File: src/rtl/mac8_pkg.sv
// Shared constants, FSM encoding and carry-save helper for the 8x8 signed MAC.
package mac8_pkg;

   localparam int unsigned OpW     = 8;
   localparam int unsigned ProdW   = 16;  // product width before sign extension to ACC_W
   localparam int unsigned PpRows  = 9;   // 8 partial products plus the two's-complement +1 row
   localparam logic [7:0]  CountMax = 8'hFF;

   typedef enum logic [1:0] {
      StIdle  = 2'd0,
      StAccum = 2'd1,
      StDrain = 2'd2,
      StDone  = 2'd3
   } state_e;

   typedef struct packed {
      logic [ProdW-1:0] s;
      logic [ProdW-1:0] c;
   } csa_t;

   // 3:2 compressor applied bitwise across a whole row.
   function automatic csa_t csa(input logic [ProdW-1:0] x,
                                input logic [ProdW-1:0] y,
                                input logic [ProdW-1:0] z);
      csa_t r;
      r.s = x ^ y ^ z;
      r.c = ((x & y) | (x & z) | (y & z)) << 1;
      return r;
   endfunction

endpackage

File: src/rtl/multiply8_signed_wallace_tree.sv
// 8x8 two's-complement multiplier: partial-product rows reduced by a carry-save tree,
// finished with a single carry-propagate add.
module multiply8_signed_wallace_tree
   import mac8_pkg::*;
(
   input  logic signed [OpW-1:0]   a_i,
   input  logic signed [OpW-1:0]   b_i,
   output logic signed [ProdW-1:0] prod_o
);

   logic [ProdW-1:0] a_ext;
   logic [ProdW-1:0] pp [PpRows];
   csa_t             l1_0, l1_1, l1_2;
   csa_t             l2_0, l2_1;
   csa_t             l3, l4;

   assign a_ext = ProdW'(a_i);

   // The sign bit of b carries weight -2^7, so that row is negated as ~x + 1.
   always_comb begin
      for (int i = 0; i < OpW - 1; i++) begin
         pp[i] = b_i[i] ? (a_ext << i) : '0;
      end
      pp[OpW-1] = b_i[OpW-1] ? ~(a_ext << (OpW - 1)) : '0;
      pp[OpW]   = ProdW'(b_i[OpW-1]);
   end

   always_comb begin
      l1_0 = csa(pp[0], pp[1], pp[2]);
      l1_1 = csa(pp[3], pp[4], pp[5]);
      l1_2 = csa(pp[6], pp[7], pp[8]);
      l2_0 = csa(l1_0.s, l1_0.c, l1_1.s);
      l2_1 = csa(l1_1.c, l1_2.s, l1_2.c);
      l3   = csa(l2_0.s, l2_0.c, l2_1.s);
      l4   = csa(l3.s, l3.c, l2_1.c);
   end

   assign prod_o = l4.s + l4.c;

endmodule

File: src/rtl/mac8_signed_accumulator.sv
// Streaming 8-bit signed dot-product accumulator with valid/ready handshakes.
// Define MAC8_SAT_EN for saturating accumulation with a sticky overflow flag.
module mac8_signed_accumulator
   import mac8_pkg::*;
#(
   parameter int unsigned ACC_W = 24
) (
   input  logic             clk,
   input  logic             rst,
   input  logic             in_valid,
   output logic             in_ready,
   input  logic [7:0]       in_a,
   input  logic [7:0]       in_b,
   input  logic             in_last,
   output logic             out_valid,
   input  logic             out_ready,
   output logic [ACC_W-1:0] out_acc,
   output logic [7:0]       out_count,
   output logic             out_ovf
);

   state_e                  state_q, state_d;
   logic                    p_valid_q;
   logic signed [OpW-1:0]   a_q, b_q;
   logic                    last_q;
   logic [ACC_W-1:0]        acc_q, acc_d;
   logic [7:0]              count_q, count_d;
   logic signed [ProdW-1:0] prod;
   logic [ACC_W-1:0]        prod_ext;
   logic [ACC_W-1:0]        sum;
   logic                    accept;
   logic                    release_res;

   multiply8_signed_wallace_tree u_mult (
      .a_i    (a_q),
      .b_i    (b_q),
      .prod_o (prod)
   );

   assign prod_ext    = ACC_W'(prod);
   assign sum         = acc_q + prod_ext;
   assign in_ready    = (state_q == StIdle) || (state_q == StAccum);
   assign out_valid   = (state_q == StDone);
   assign accept      = in_valid && in_ready;
   assign release_res = out_valid && out_ready;

   always_comb begin
      state_d = state_q;
      unique case (state_q)
         StIdle, StAccum: begin
            if (accept) state_d = in_last ? StDrain : StAccum;
         end
         StDrain: begin
            if (p_valid_q && last_q) state_d = StDone;
         end
         StDone: begin
            if (out_ready) state_d = StIdle;
         end
         default: state_d = StIdle;
      endcase
   end

`ifdef MAC8_SAT_EN
   logic ovf_q, ovf_d;
   logic add_ovf;

   // Signed overflow: both addends share a sign that the sum does not.
   assign add_ovf = (acc_q[ACC_W-1] == prod_ext[ACC_W-1]) && (sum[ACC_W-1] != acc_q[ACC_W-1]);

   always_comb begin
      acc_d   = acc_q;
      count_d = count_q;
      ovf_d   = ovf_q;
      if (release_res) begin
         acc_d   = '0;
         count_d = '0;
         ovf_d   = 1'b0;
      end else if (p_valid_q) begin
         count_d = (count_q == CountMax) ? count_q : count_q + 8'd1;
         if (add_ovf) begin
            acc_d = acc_q[ACC_W-1] ? {1'b1, {(ACC_W-1){1'b0}}} : {1'b0, {(ACC_W-1){1'b1}}};
            ovf_d = 1'b1;
         end else begin
            acc_d = sum;
         end
      end
   end

   always_ff @(posedge clk or posedge rst) begin
      if (rst) ovf_q <= 1'b0;
      else     ovf_q <= ovf_d;
   end

   assign out_ovf = ovf_q;
`else
   always_comb begin
      acc_d   = acc_q;
      count_d = count_q;
      if (release_res) begin
         acc_d   = '0;
         count_d = '0;
      end else if (p_valid_q) begin
         acc_d   = sum;
         count_d = (count_q == CountMax) ? count_q : count_q + 8'd1;
      end
   end

   assign out_ovf = 1'b0;
`endif

   always_ff @(posedge clk or posedge rst) begin
      if (rst) begin
         state_q   <= StIdle;
         p_valid_q <= 1'b0;
         a_q       <= '0;
         b_q       <= '0;
         last_q    <= 1'b0;
         acc_q     <= '0;
         count_q   <= '0;
      end else begin
         state_q   <= state_d;
         p_valid_q <= accept;
         if (accept) begin
            a_q    <= in_a;
            b_q    <= in_b;
            last_q <= in_last;
         end
         acc_q   <= acc_d;
         count_q <= count_d;
      end
   end

   assign out_acc   = acc_q;
   assign out_count = count_q;

endmodule

File: config.mk
export PLATFORM = sky130hd
export DESIGN_NAME = mac8_signed_accumulator
export DESIGN_NICKNAME = d
export VERILOG_FILES = /design/src/rtl/mac8_pkg.sv /design/src/rtl/multiply8_signed_wallace_tree.sv /design/src/rtl/mac8_signed_accumulator.sv
export SDC_FILE = /design/constraint.sdc
export NUM_CORES = 1
export LEC_CHECK = 0
export CAP_MARGIN = 20
export CORE_MARGIN = 1
export CORE_UTILIZATION = 50
export CTS_BUF_LIST = sky130_fd_sc_hd__clkbuf_4 sky130_fd_sc_hd__clkbuf_8
export CTS_CLUSTER_SIZE = 14
export DETAILED_ROUTE_END_ITERATION = 12
export GPL_TIMING_DRIVEN = 0
export PLACE_DENSITY_LB_ADDON = 0.25
export SLEW_MARGIN = 20
export SYNTH_ARGS = -nofsm -noshare
export SYNTH_HDL_FRONTEND = slang
export SYNTH_SLANG_ARGS = --single-unit
File: constraint.sdc
create_clock -name clk -period 6.8 [get_ports clk]
set_input_delay 0.68 -clock clk [delete_from_list [all_inputs] [get_ports clk]]
set_output_delay 0.68 -clock clk [all_outputs]
set_load 0.02 [all_outputs]
# After elaboration in Yosys (flattened, before gate mapping)
# Index checks and enable logic that the tools add are counted.
[op_classes]
n_addsub = 3
eq_ne = 8
mux = 18
bitwise_logic = 50
n_reduce_logical = 9
[ops]
columns = ["op", "n"]
rows = [
  ["AND 15 bit", 19],
  ["bitwise OR 15 bit", 14],
  ["XOR 16 bit", 13],
  ["two-way mux 16 bit", 8],
  ["two-way mux 24 bit", 2],
  ["AND 15 x 1 -> 15 bit", 2],
  ["adder 24 bit", 1],
  ["two-way mux 8 bit", 3],
  ["adder 16 bit", 1],
  ["inverter 16 bit", 1],
  ["XOR 16 x 1 -> 16 bit", 1],
  ["adder 8 x 1 -> 8 bit (second input constant)", 1],
  ["equality test 8 bit (second input constant)", 1],
  ["two-way mux 2 bit", 4],
  ["!= test 2 bit (second input constant)", 3],
  ["case mux 2 bit (3 select lines)", 1],
  ["equality test 2 bit (second input constant)", 2],
  ["logical AND 1 bit", 3],
  ["AND reduction 3 bit", 1],
  ["equality test 2 x 1 -> 1 bit (second input constant)", 1],
  ["zero test 2 bit", 1],
  ["!= test 2 x 1 -> 1 bit (second input constant)", 1],
  ["AND reduction 2 bit", 1],
  ["nonzero test 2 bit", 1],
  ["2 further kinds", 2],
]
[totals]
reg_bits = 52
in_bits = 21
output_inout_bits = 35
elab_cells = 95

# Logic depth before layout (Yosys ltp)
# Gate-level depths: netlist of run 1.
[logic_depth]
ltp_word = 17
ltp_mapped = 26
mapped_depth_nobuf = 26

# By module
# Synthesis of run 1 repeated with hierarchy kept, for this count alone.
[unflattened]
hier_cells = 683
area_unflattened_um2 = 6164.7
[modules_own_cells]
columns = ["module", "instances", "cells_per_inst", "area_per_inst_um2", "seq_area_each_um2"]
rows = [
  ["mac8_signed_accumulator", 1, 383, 3530.9, 1301.2],
  ["multiply8_signed_wallace_tree", 1, 300, 2633.8, 0.0],
]

# Least setup slack after synthesis of run 1
# No wires, ideal clock.
[synth_path]
path_type = "register -> register"
startpoint = "reg a_q[3]"
endpoint = "reg acc_q[23] (netlist: out_acc[23])"
setup_time_ns = 0.120
arrival_ns = 5.726
slack_ns = 0.954
stages_incl_launch_ff = 24
synth_period_minus_slack_ns = 5.846
path_cell_list = "dfrtp_1 > nand2_1 > fa_1 > inv_1 > fa_1 > inv_1 > fa_1 > inv_1 > ha_1 > and2_1 > fa_1 > a211oi_1 > nor2_1 > o21ai_2 > o21ai_1 > xnor2_1 > ha_1 > nand2_1 > nor4_1 > nand4_1 > o21ai_1 > xor2_1 > a21oi_1 > a31o_1"
[synth_between]
elab_chain_len = 17
[synth_lines]
columns = ["element", "line", "text"]
rows = [
  ["start: declaration", "mac8_signed_accumulator.sv:24", "logic signed [OpW-1:0] a_q, b_q;"],
  ["start signal: assignment", "mac8_signed_accumulator.sv:124", "a_q <= in_a;"],
  ["two-way mux 16 bit", "multiply8_signed_wallace_tree.sv:22", "pp[i] = b_i[i] ? (a_ext << i) : '0;"],
  ["AND 15 bit", "mac8_pkg.sv:27", "r.c = ((x & y) | (x & z) | (y & z)) << 1;"],
  ["bitwise OR 15 bit (2 in a row)", "mac8_pkg.sv:27", ""],
  ["AND 15 bit", "mac8_pkg.sv:27", ""],
  ["bitwise OR 15 bit (2 in a row)", "mac8_pkg.sv:27", ""],
  ["AND 15 bit", "mac8_pkg.sv:27", ""],
  ["bitwise OR 15 bit (2 in a row)", "mac8_pkg.sv:27", ""],
  ["AND 15 bit", "mac8_pkg.sv:27", ""],
  ["bitwise OR 15 bit (2 in a row)", "mac8_pkg.sv:27", ""],
  ["adder 16 bit *", "multiply8_signed_wallace_tree.sv:38", "assign prod_o = l4.s + l4.c;"],
  ["adder 24 bit *", "mac8_signed_accumulator.sv:41", "assign sum = acc_q + prod_ext;"],
  ["two-way mux 24 bit *", "mac8_signed_accumulator.sv:102", "end else if (p_valid_q) begin"],
  ["two-way mux 24 bit *", "mac8_signed_accumulator.sv:99", "if (release_res) begin"],
  ["end signal: assignment", "mac8_signed_accumulator.sv:118", "acc_q <= '0;"],
  ["end signal: assignment", "mac8_signed_accumulator.sv:128", "acc_q <= acc_d;"],
  ["end: declaration", "mac8_signed_accumulator.sv:26", "logic [ACC_W-1:0] acc_q, acc_d;"],
]
# Every way passes the cells marked *; elsewhere a longest branch is shown, timed or not. The select of a mux whose other input is x is not followed.
# A chain may end at the register's enable or synchronous reset.

# Worst setup path after layout of run 1
[layout_path]
startpoint = "reg b_q[2]"
endpoint = "reg acc_q[23] (netlist: out_acc[23])"
[layout_between]
elab_chain_len = 17
[layout_lines]
columns = ["element", "line", "text"]
rows = [
  ["start: declaration", "mac8_signed_accumulator.sv:24", ""],
  ["start signal: assignment", "mac8_signed_accumulator.sv:125", "b_q <= in_b;"],
  ["two-way mux 16 bit *", "multiply8_signed_wallace_tree.sv:22", ""],
  ["AND 15 bit", "mac8_pkg.sv:27", ""],
  ["bitwise OR 15 bit (2 in a row)", "mac8_pkg.sv:27", ""],
  ["AND 15 bit", "mac8_pkg.sv:27", ""],
  ["bitwise OR 15 bit (2 in a row)", "mac8_pkg.sv:27", ""],
  ["AND 15 bit", "mac8_pkg.sv:27", ""],
  ["bitwise OR 15 bit (2 in a row)", "mac8_pkg.sv:27", ""],
  ["AND 15 bit", "mac8_pkg.sv:27", ""],
  ["bitwise OR 15 bit (2 in a row)", "mac8_pkg.sv:27", ""],
  ["adder 16 bit *", "multiply8_signed_wallace_tree.sv:38", ""],
  ["adder 24 bit *", "mac8_signed_accumulator.sv:41", ""],
  ["two-way mux 24 bit *", "mac8_signed_accumulator.sv:102", ""],
  ["two-way mux 24 bit *", "mac8_signed_accumulator.sv:99", ""],
]
# Marked as above.

==> flow_results.xml, run 1 <==
<?xml version="1.0" encoding="UTF-8"?>
<metrics>
  <group name="outcome">
    <metric name="status" unit="">complete, no violations</metric>
  </group>
  <group name="worst_hold_path">
    <metric name="hold_path_class" unit="">flop to flop</metric>
    <metric name="worst_hold_depth" unit="">1</metric>
  </group>
  <group name="global_routing">
    <metric name="grt_antenna_before_repair" unit="">0</metric>
    <metric name="global_route_total_usage_across_every_layer" unit="%">21.84</metric>
    <metric name="vias_in_the_first_global_route" unit="">4677</metric>
    <metric name="largest_net_degree_at_the_start_of_global_routing" unit="">53</metric>
    <metric name="overflow" unit="">0</metric>
    <metric name="grt_first_pass_wirelength" unit="mm">21.74</metric>
  </group>
  <group name="synthesis">
    <metric name="synth_cell_types" unit="">56</metric>
    <metric name="netlist_top_cells_area" unit="">dfrtp_1 22%, fa_1 19%, ha_1 12%</metric>
    <metric name="ys_seq_elements" unit="">52</metric>
    <metric name="synth_area" unit="um2">5914</metric>
    <metric name="synth_flop_cell" unit="">dfrtp_1</metric>
    <metric name="syn-mean-instance-area" unit="um2">9.270</metric>
    <metric name="synth_async_sr_flop_share" unit="%">100.0</metric>
    <metric name="yosys_top_cell_area_share" unit="%">22.00</metric>
    <metric name="synth-edff-count" unit="">0</metric>
    <metric name="synthCells" unit="">638</metric>
    <metric name="synth.largest_area_cell" unit="">dfrtp_1</metric>
    <metric name="seq_area_frac_synth" unit="%">22.00</metric>
    <metric name="syn_nets" unit="">771</metric>
    <metric name="ys.warnings.count" unit="">0</metric>
  </group>
  <group name="floorplanning">
    <metric name="initial_utilization" unit="%">51.58</metric>
    <metric name="dieArea" unit="um2">12270</metric>
    <metric name="die_w" unit="um">110.8</metric>
    <metric name="core_area" unit="um2">11470</metric>
    <metric name="floorplan.io_pins" unit="">56</metric>
    <metric name="core.rowCount" unit="">39</metric>
    <metric name="die-height" unit="um">110.8</metric>
  </group>
  <group name="placed_design">
    <metric name="dp_hpwl" unit="mm">10.26</metric>
    <metric name="preCtsSetupSlack" unit="ps">-34.36</metric>
    <metric name="dp_cells" unit="">835</metric>
    <metric name="buffer_ports.inserted" unit="">54</metric>
    <metric name="place_congestion" unit="">0.9482</metric>
  </group>
  <group name="critical_path">
    <metric name="start_kind" unit="">flop</metric>
    <metric name="setup.reg_to_reg.worst_slack" unit="ps">370</metric>
    <metric name="critical_path_arrival" unit="ps">6680</metric>
    <metric name="critPathKind" unit="">flop to flop</metric>
    <metric name="critical_path.endpoint_type" unit="">flop</metric>
    <metric name="r2r.worst_path.cells" unit="">23</metric>
    <metric name="worstPathMaxFanout" unit="">9</metric>
    <metric name="cp_data_required_time" unit="ps">7040</metric>
  </group>
  <group name="clock_network">
    <metric name="cts.root.buffer_cell" unit="">clkbuf_8</metric>
    <metric name="cts.clk_slew.worst_paths" unit="ps">110</metric>
    <metric name="total_clock_buffers_created_by_cts" unit="">5</metric>
    <metric name="clkSinkCount" unit="">52</metric>
    <metric name="cts_tree" unit="">done</metric>
    <metric name="cts-htree-levels" unit="">2</metric>
    <metric name="post_cts_hold_buffer_count" unit="">0</metric>
    <metric name="clk_latency" unit="ps">340</metric>
    <metric name="clk_path_buf_depth" unit="">2</metric>
  </group>
  <group name="sta">
    <metric name="report.final.setup_viol" unit="">0</metric>
    <metric name="grt_setup_unrepaired" unit="">no</metric>
    <metric name="fmaxAchievable" unit="MHz">155.4</metric>
    <metric name="relSlewSlack" unit="%">45.48</metric>
    <metric name="slew_viol_final" unit="">0</metric>
    <metric name="finalHoldViolations" unit="">0</metric>
    <metric name="finalClockSkew" unit="ps">5.880</metric>
    <metric name="timing.final.crit_period" unit="ps">6434</metric>
    <metric name="post-route-worst-setup-slack" unit="ps">365.7</metric>
    <metric name="fin_crit_sh" unit="%">94.62</metric>
    <metric name="hold-worst-slack" unit="ps">531.3</metric>
    <metric name="worst_slew_pin_slew" unit="ps">817.8</metric>
    <metric name="tns" unit="ps">0</metric>
  </group>
  <group name="route">
    <metric name="ant_nets" unit="">0</metric>
    <metric name="initialDrtViolationCount" unit="">232</metric>
    <metric name="drt_wl_total" unit="mm">12.74</metric>
    <metric name="route.vias.total" unit="">4643</metric>
    <metric name="detailedRoute.firstPassIterationCount" unit="">4</metric>
    <metric name="viasPerCell" unit="">5.482</metric>
    <metric name="drt-wirelength-per-cell" unit="um">15.04</metric>
    <metric name="drc_errors" unit="">0</metric>
  </group>
  <group name="finish">
    <metric name="synthToLayoutAreaGrowth" unit="%">14.89</metric>
    <metric name="n_antenna_cell" unit="">0</metric>
    <metric name="layout.cells.most_common" unit="">inv_1</metric>
    <metric name="post_layout_nonfiller_instances" unit="">847</metric>
    <metric name="mostFrequentLayoutCells" unit="">94 x inv_1, 57 x fa_1, 55 x ha_1</metric>
    <metric name="final_net_count" unit="">836</metric>
    <metric name="layout-drive-gt1-share" unit="%">7.386</metric>
  </group>
  <group name="run">
    <metric name="timing.max_cap.violations" unit="">0</metric>
  </group>
</metrics>
[worst paths after layout]
kind | from | endpoint
max in group asynchronous | rst | b_q[0]
setup reg to reg | b_q[2] | out_acc[23]
setup / recovery | b_q[2] | out_acc[23]
hold reg to reg | state_q[1] | state_q[0]
min in group asynchronous | rst | out_count[7]
hold / removal | state_q[1] | state_q[0]
[routing by layer]
metal  GRT usage [%]  up-vias  routed length, um
li1                -     2230                  -
met1           28.46     2317               5649
met2           37.56       80               6359
met3           3.226       16                505
met4           6.489        0                226
met5               0        -                  0
[through the flow]
stage / instance area (um2) / util, %
2_1_floorplan: 5914 / -
4_1_cts: 6741 / 58.79
3_3_place_gp: 6634 / 57.85
5_1_grt: 6795 / 59.26
6_report: 6795 / 59.26
3_5_place_dp: 6636 / 57.87
[critical path: stages (launching register included)]
cell and delay, ps:
dfrtp_1 500, and2_1 220, fa_1 470, inv_1 180
fa_1 470, fa_1 540, inv_1 50, fa_1 480
ha_1 340, a211o_1 300, a211oi_2 250, nor3b_1 100
o31ai_1 270, nand2b_1 100, a21oi_1 180, xnor2_1 150
ha_1 330, a21oi_1 240, o21ai_0 170, a311oi_1 300
o21ai_1 140, xor2_1 260, a21oi_1 110, a31o_1 190
[layout make-up]
type,count,area [um2]
buffer,15,71.32
clock buffer,5,68.82
clock inverter,3,28.78
fill,1025,4672
inverter,97,370.4
multi-input combinational,474,4203
sequential,52,1304
tap,143,178.9
timing repair buffer,58,570.5
[state kept, by name (all words and copies together), names as in the netlist]
name	count
out_count	8
last_q	1
p_valid_q	1
out_acc	24
state_q	2
b_q	8
a_q	8
[cells by family (layout without fill, tap and decap cells)]
| kind of cell | count (synthesis) | in the layout | share of synthesized area, % |
|---|---|---|---|
| other | 1 | 1 | 0.06340 |
| AOI/OAI and AO/OA | 119 | 119 | 13.88 |
| muxes | 30 | 30 | 5.394 |
| buffers and inverters | 112 | 178 | 7.362 |
| xor gates and xnor gates | 40 | 40 | 5.923 |
| adders and majority gates | 112 | 112 | 30.93 |
| and+or+nand+nor | 172 | 172 | 14.45 |
| DFF | 52 | 52 | 22.00 |
[synthesized netlist by cell type (all sizes together), types with 2 or more instances]
| library cell | number |
|---|---|
| and2 | 46 |
| mux2 | 15 |
| xnor2 | 26 |
| nand3 | 5 |
| a31oi | 4 |
| nand4 | 11 |
| nor3b | 2 |
| nor2 | 48 |
| nand2 | 42 |
| inv | 96 |
| xor2 | 14 |
| ha | 55 |
| o21ai | 28 |
| o21a | 9 |
| a2111oi | 2 |
| a21oi | 32 |
| clkbuf | 7 |
| fa | 57 |
| a31o | 2 |
| nor3 | 4 |
| dfrtp | 52 |
| o21bai | 6 |
| a211oi | 5 |
| mux2i | 15 |
| o22ai | 2 |
| buf | 8 |
| a21boi | 3 |
| o211ai | 3 |
| a21o | 16 |
| nor2b | 4 |
| and3 | 4 |
| nand3b | 2 |
| nand2b | 3 |
[repair_timing]
item,CTS,global route
gates resized for setup,1,5
buffers inserted,0,4
setup endpoints to repair,1,2
Power of run 1 is left out: the tool's default activity adds up to more than one toggle a clock period on the data nets, which glitch-free logic cannot reach.
==> run 2: changes to the inputs <==
--- a/config.mk
+++ b/config.mk
@@ -5,7 +5,6 @@
 export SDC_FILE = /design/constraint.sdc
 export NUM_CORES = 1
 export LEC_CHECK = 0
-export CAP_MARGIN = 20
 export CORE_MARGIN = 1
 export CORE_UTILIZATION = 50
 export CTS_BUF_LIST = sky130_fd_sc_hd__clkbuf_4 sky130_fd_sc_hd__clkbuf_8
==> results of run 2 <==
Final layout, timing and power as in run 1 (identical DEF).
Power of run 2 is left out for the same reason.
==> run 3: changes to the inputs <==
--- a/config.mk
+++ b/config.mk
@@ -5,7 +5,7 @@
 export SDC_FILE = /design/constraint.sdc
 export NUM_CORES = 1
 export LEC_CHECK = 0
-export CORE_MARGIN = 1
+export CORE_MARGIN = 2
 export CORE_UTILIZATION = 50
 export CTS_BUF_LIST = sky130_fd_sc_hd__clkbuf_4 sky130_fd_sc_hd__clkbuf_8
 export CTS_CLUSTER_SIZE = 14
==> run 3 against run 2 <==
Effect of this change: global-route usage is 0.32 points lower; routed wire length is 0.42% higher; sequential share of layout area hardly changed; critical path depth stayed put; design area is 0.17% lower; critical path type unchanged; critical endpoint unchanged.
==> flow_results.xml, run 3 (same netlist as run 1, synthesis figures left out) <==
<?xml version="1.0" encoding="UTF-8"?>
<metrics>
  <group name="finish">
    <metric name="max_reg_flops" unit="">24</metric>
    <metric name="final_net_count" unit="">835</metric>
    <metric name="synthToLayoutAreaGrowth" unit="%">14.70</metric>
    <metric name="n_antenna_cell" unit="">0</metric>
    <metric name="mostFrequentLayoutCells" unit="">94 x inv_1, 57 x fa_1, 55 x ha_1</metric>
    <metric name="storage_element_area" unit="um2">1303</metric>
    <metric name="multi_input_comb_area" unit="um2">4203</metric>
    <metric name="layout.cells.most_common" unit="">inv_1</metric>
    <metric name="post_layout_nonfiller_instances" unit="">846</metric>
    <metric name="layout-drive-gt1-share" unit="%">7.112</metric>
    <metric name="n_fill_cell" unit="">1028</metric>
  </group>
  <group name="clock_network">
    <metric name="clkSinkCount" unit="">52</metric>
    <metric name="cts.clk_slew.worst_paths" unit="ps">110</metric>
    <metric name="total_clock_buffers_created_by_cts" unit="">5</metric>
    <metric name="cts-htree-levels" unit="">2</metric>
    <metric name="clk_latency" unit="ps">340</metric>
    <metric name="clk_path_buf_depth" unit="">2</metric>
    <metric name="cts_tree" unit="">done</metric>
    <metric name="cts.root.buffer_cell" unit="">clkbuf_8</metric>
  </group>
  <group name="route">
    <metric name="drt-wirelength-per-cell" unit="um">15.12</metric>
    <metric name="drc_errors" unit="">0</metric>
    <metric name="initialDrtViolationCount" unit="">308</metric>
    <metric name="route.vias.total" unit="">4625</metric>
    <metric name="ant_nets" unit="">0</metric>
    <metric name="viasPerCell" unit="">5.467</metric>
    <metric name="detailedRoute.firstPassIterationCount" unit="">5</metric>
    <metric name="drt_wl_total" unit="mm">12.80</metric>
  </group>
  <group name="sta">
    <metric name="slew_viol_final" unit="">0</metric>
    <metric name="timing.final.crit_period" unit="ps">6537</metric>
    <metric name="grt_setup_unrepaired" unit="">no</metric>
    <metric name="tns" unit="ps">0</metric>
    <metric name="fin_crit_sh" unit="%">96.13</metric>
    <metric name="worst_slew_pin_slew" unit="ps">829.4</metric>
    <metric name="relSlewSlack" unit="%">44.70</metric>
    <metric name="fmaxAchievable" unit="MHz">153.0</metric>
    <metric name="finalHoldViolations" unit="">0</metric>
    <metric name="post-route-worst-setup-slack" unit="ps">262.9</metric>
    <metric name="finalClockSkew" unit="ps">10.92</metric>
    <metric name="report.final.setup_viol" unit="">0</metric>
  </group>
  <group name="critical_path">
    <metric name="start_kind" unit="">flop</metric>
    <metric name="cpMostUsedCell" unit="">fa_1</metric>
    <metric name="critical_path.endpoint_type" unit="">flop</metric>
    <metric name="r2r.worst_path.cells" unit="">23</metric>
    <metric name="slowest_stage" unit="">fa_1</metric>
    <metric name="critPathKind" unit="">flop to flop</metric>
    <metric name="critical_path_arrival" unit="ps">6770</metric>
    <metric name="setup.reg_to_reg.worst_slack" unit="ps">260</metric>
    <metric name="worstPathMaxFanout" unit="">9</metric>
    <metric name="crit_path_cell_trace" unit="">and2_1 -&gt; fa_1 -&gt; inv_1 -&gt; fa_1 -&gt; fa_1 -&gt; inv_1 -&gt; fa_1 -&gt; ha_1 -&gt; a211o_1 -&gt; a211oi_2 -&gt; nor3b_1 -&gt; o31ai_1 -&gt; nand2b_1 -&gt; a21oi_1 -&gt; xnor2_1 -&gt; ha_1 -&gt; a21oi_1 -&gt; o21ai_0 -&gt; a311oi_1 -&gt; o21ai_1 -&gt; xor2_1 -&gt; a21oi_1 -&gt; a31o_1</metric>
    <metric name="timing.rr.end" unit="">out_acc[23]</metric>
    <metric name="cp_data_required_time" unit="ps">7040</metric>
    <metric name="slowest_delay" unit="ps">540</metric>
    <metric name="critical_path.reg2reg.startpoint" unit="">b_q[2]</metric>
  </group>
  <group name="placed_design">
    <metric name="dp_hpwl" unit="mm">10.40</metric>
    <metric name="preCtsSetupSlack" unit="ps">9.688</metric>
    <metric name="buffer_ports.inserted" unit="">54</metric>
    <metric name="dp_cells" unit="">835</metric>
    <metric name="place_congestion" unit="">0.9648</metric>
  </group>
  <group name="floorplanning">
    <metric name="core_area" unit="um2">11470</metric>
    <metric name="die-height" unit="um">112.8</metric>
    <metric name="die_w" unit="um">112.8</metric>
    <metric name="initial_utilization" unit="%">51.58</metric>
    <metric name="floorplan.io_pins" unit="">56</metric>
    <metric name="core.rowCount" unit="">39</metric>
    <metric name="dieArea" unit="um2">12710</metric>
  </group>
  <group name="global_routing">
    <metric name="vias_in_the_first_global_route" unit="">4897</metric>
    <metric name="grt_antenna_before_repair" unit="">0</metric>
    <metric name="global_route_total_usage_across_every_layer" unit="%">21.52</metric>
    <metric name="largest_net_degree_at_the_start_of_global_routing" unit="">53</metric>
    <metric name="overflow" unit="">0</metric>
    <metric name="grt_first_pass_wirelength" unit="mm">22.30</metric>
  </group>
  <group name="worst_hold_path">
    <metric name="timing.hold.worst.start" unit="">state_q[1]</metric>
    <metric name="worst_hold_path.endpoint" unit="">state_q[0]</metric>
    <metric name="worst_hold_depth" unit="">1</metric>
    <metric name="hold_path_class" unit="">flop to flop</metric>
  </group>
  <group name="outcome">
    <metric name="status" unit="">complete, no violations</metric>
  </group>
  <group name="run">
    <metric name="timing.max_cap.violations" unit="">0</metric>
  </group>
</metrics>
==> run 3: through the flow <==
| stage | hold slack (ps) | cell area [um2] | utilization [%] |
|---|---|---|---|
| final | 533.9 | 6784 | 59.16 |
| after global routing | 570.5 | 6784 | 59.16 |
| after CTS | 529.1 | 6739 | 58.77 |
| after detailed placement | 513.9 | 6636 | 57.87 |
| after global placement | 512.3 | 6634 | 57.85 |
| after floorplan | 480.1 | 5914 | - |
==> run 3: layout make-up <==
class | count | share of cell area, %
multi-input cells | 474 | 61.95
clock buffers | 5 | 1.014
plain buffers | 15 | 1.051
flip-flops and latches | 52 | 19.20
well taps | 143 | 2.637
inverters | 97 | 5.459
repair buffers | 57 | 8.300
clock inverters | 3 | 0.3873
==> run 3: worst max path at each step <==
stage                      start          end  slack (ps)  depth (start not counted)
after global placement    b_q[0]  out_acc[23]         170                         23
after detailed placement  b_q[0]  out_acc[23]          10                         23
after global routing      b_q[1]  out_acc[21]           3                         22
after CTS                 b_q[0]  out_acc[23]         280                         23
final                     b_q[2]  out_acc[23]         260                         23
after floorplan           a_q[3]  out_acc[23]         950                         23
==> run 3: timing repair <==
action                     in CTS  in global routing
setup buffers                   0                  3
hold endpoints to repair        0                  0
setup endpoints to repair       1                  2
gates resized for setup         1                  4
hold buffers                    0                  0
==> run 3: routing by layer <==
layer / global-route usage [%] / vias up / part of all wire (%)
met2: 37.25 / 90 / 50
met4: 5.935 / 0 / 1.6
met3: 4.231 / 17 / 4.3
met1: 27.64 / 2293 / 44
li1: - / 2225 / -
met5: 0 / - / 0
==> run 3: critical path, delay by kind of cell (launching register included) <==
kind                       cells  cell delay (ps)
xor gates and xnor gates       2              390
adders and majority gates      6             2670
DFF                            1              500
buffers and inverters          2              250
and+or+nand+nor                3              450
AOI/OAI and AO/OA             10             2180
Power of run 3 is left out for the same reason.
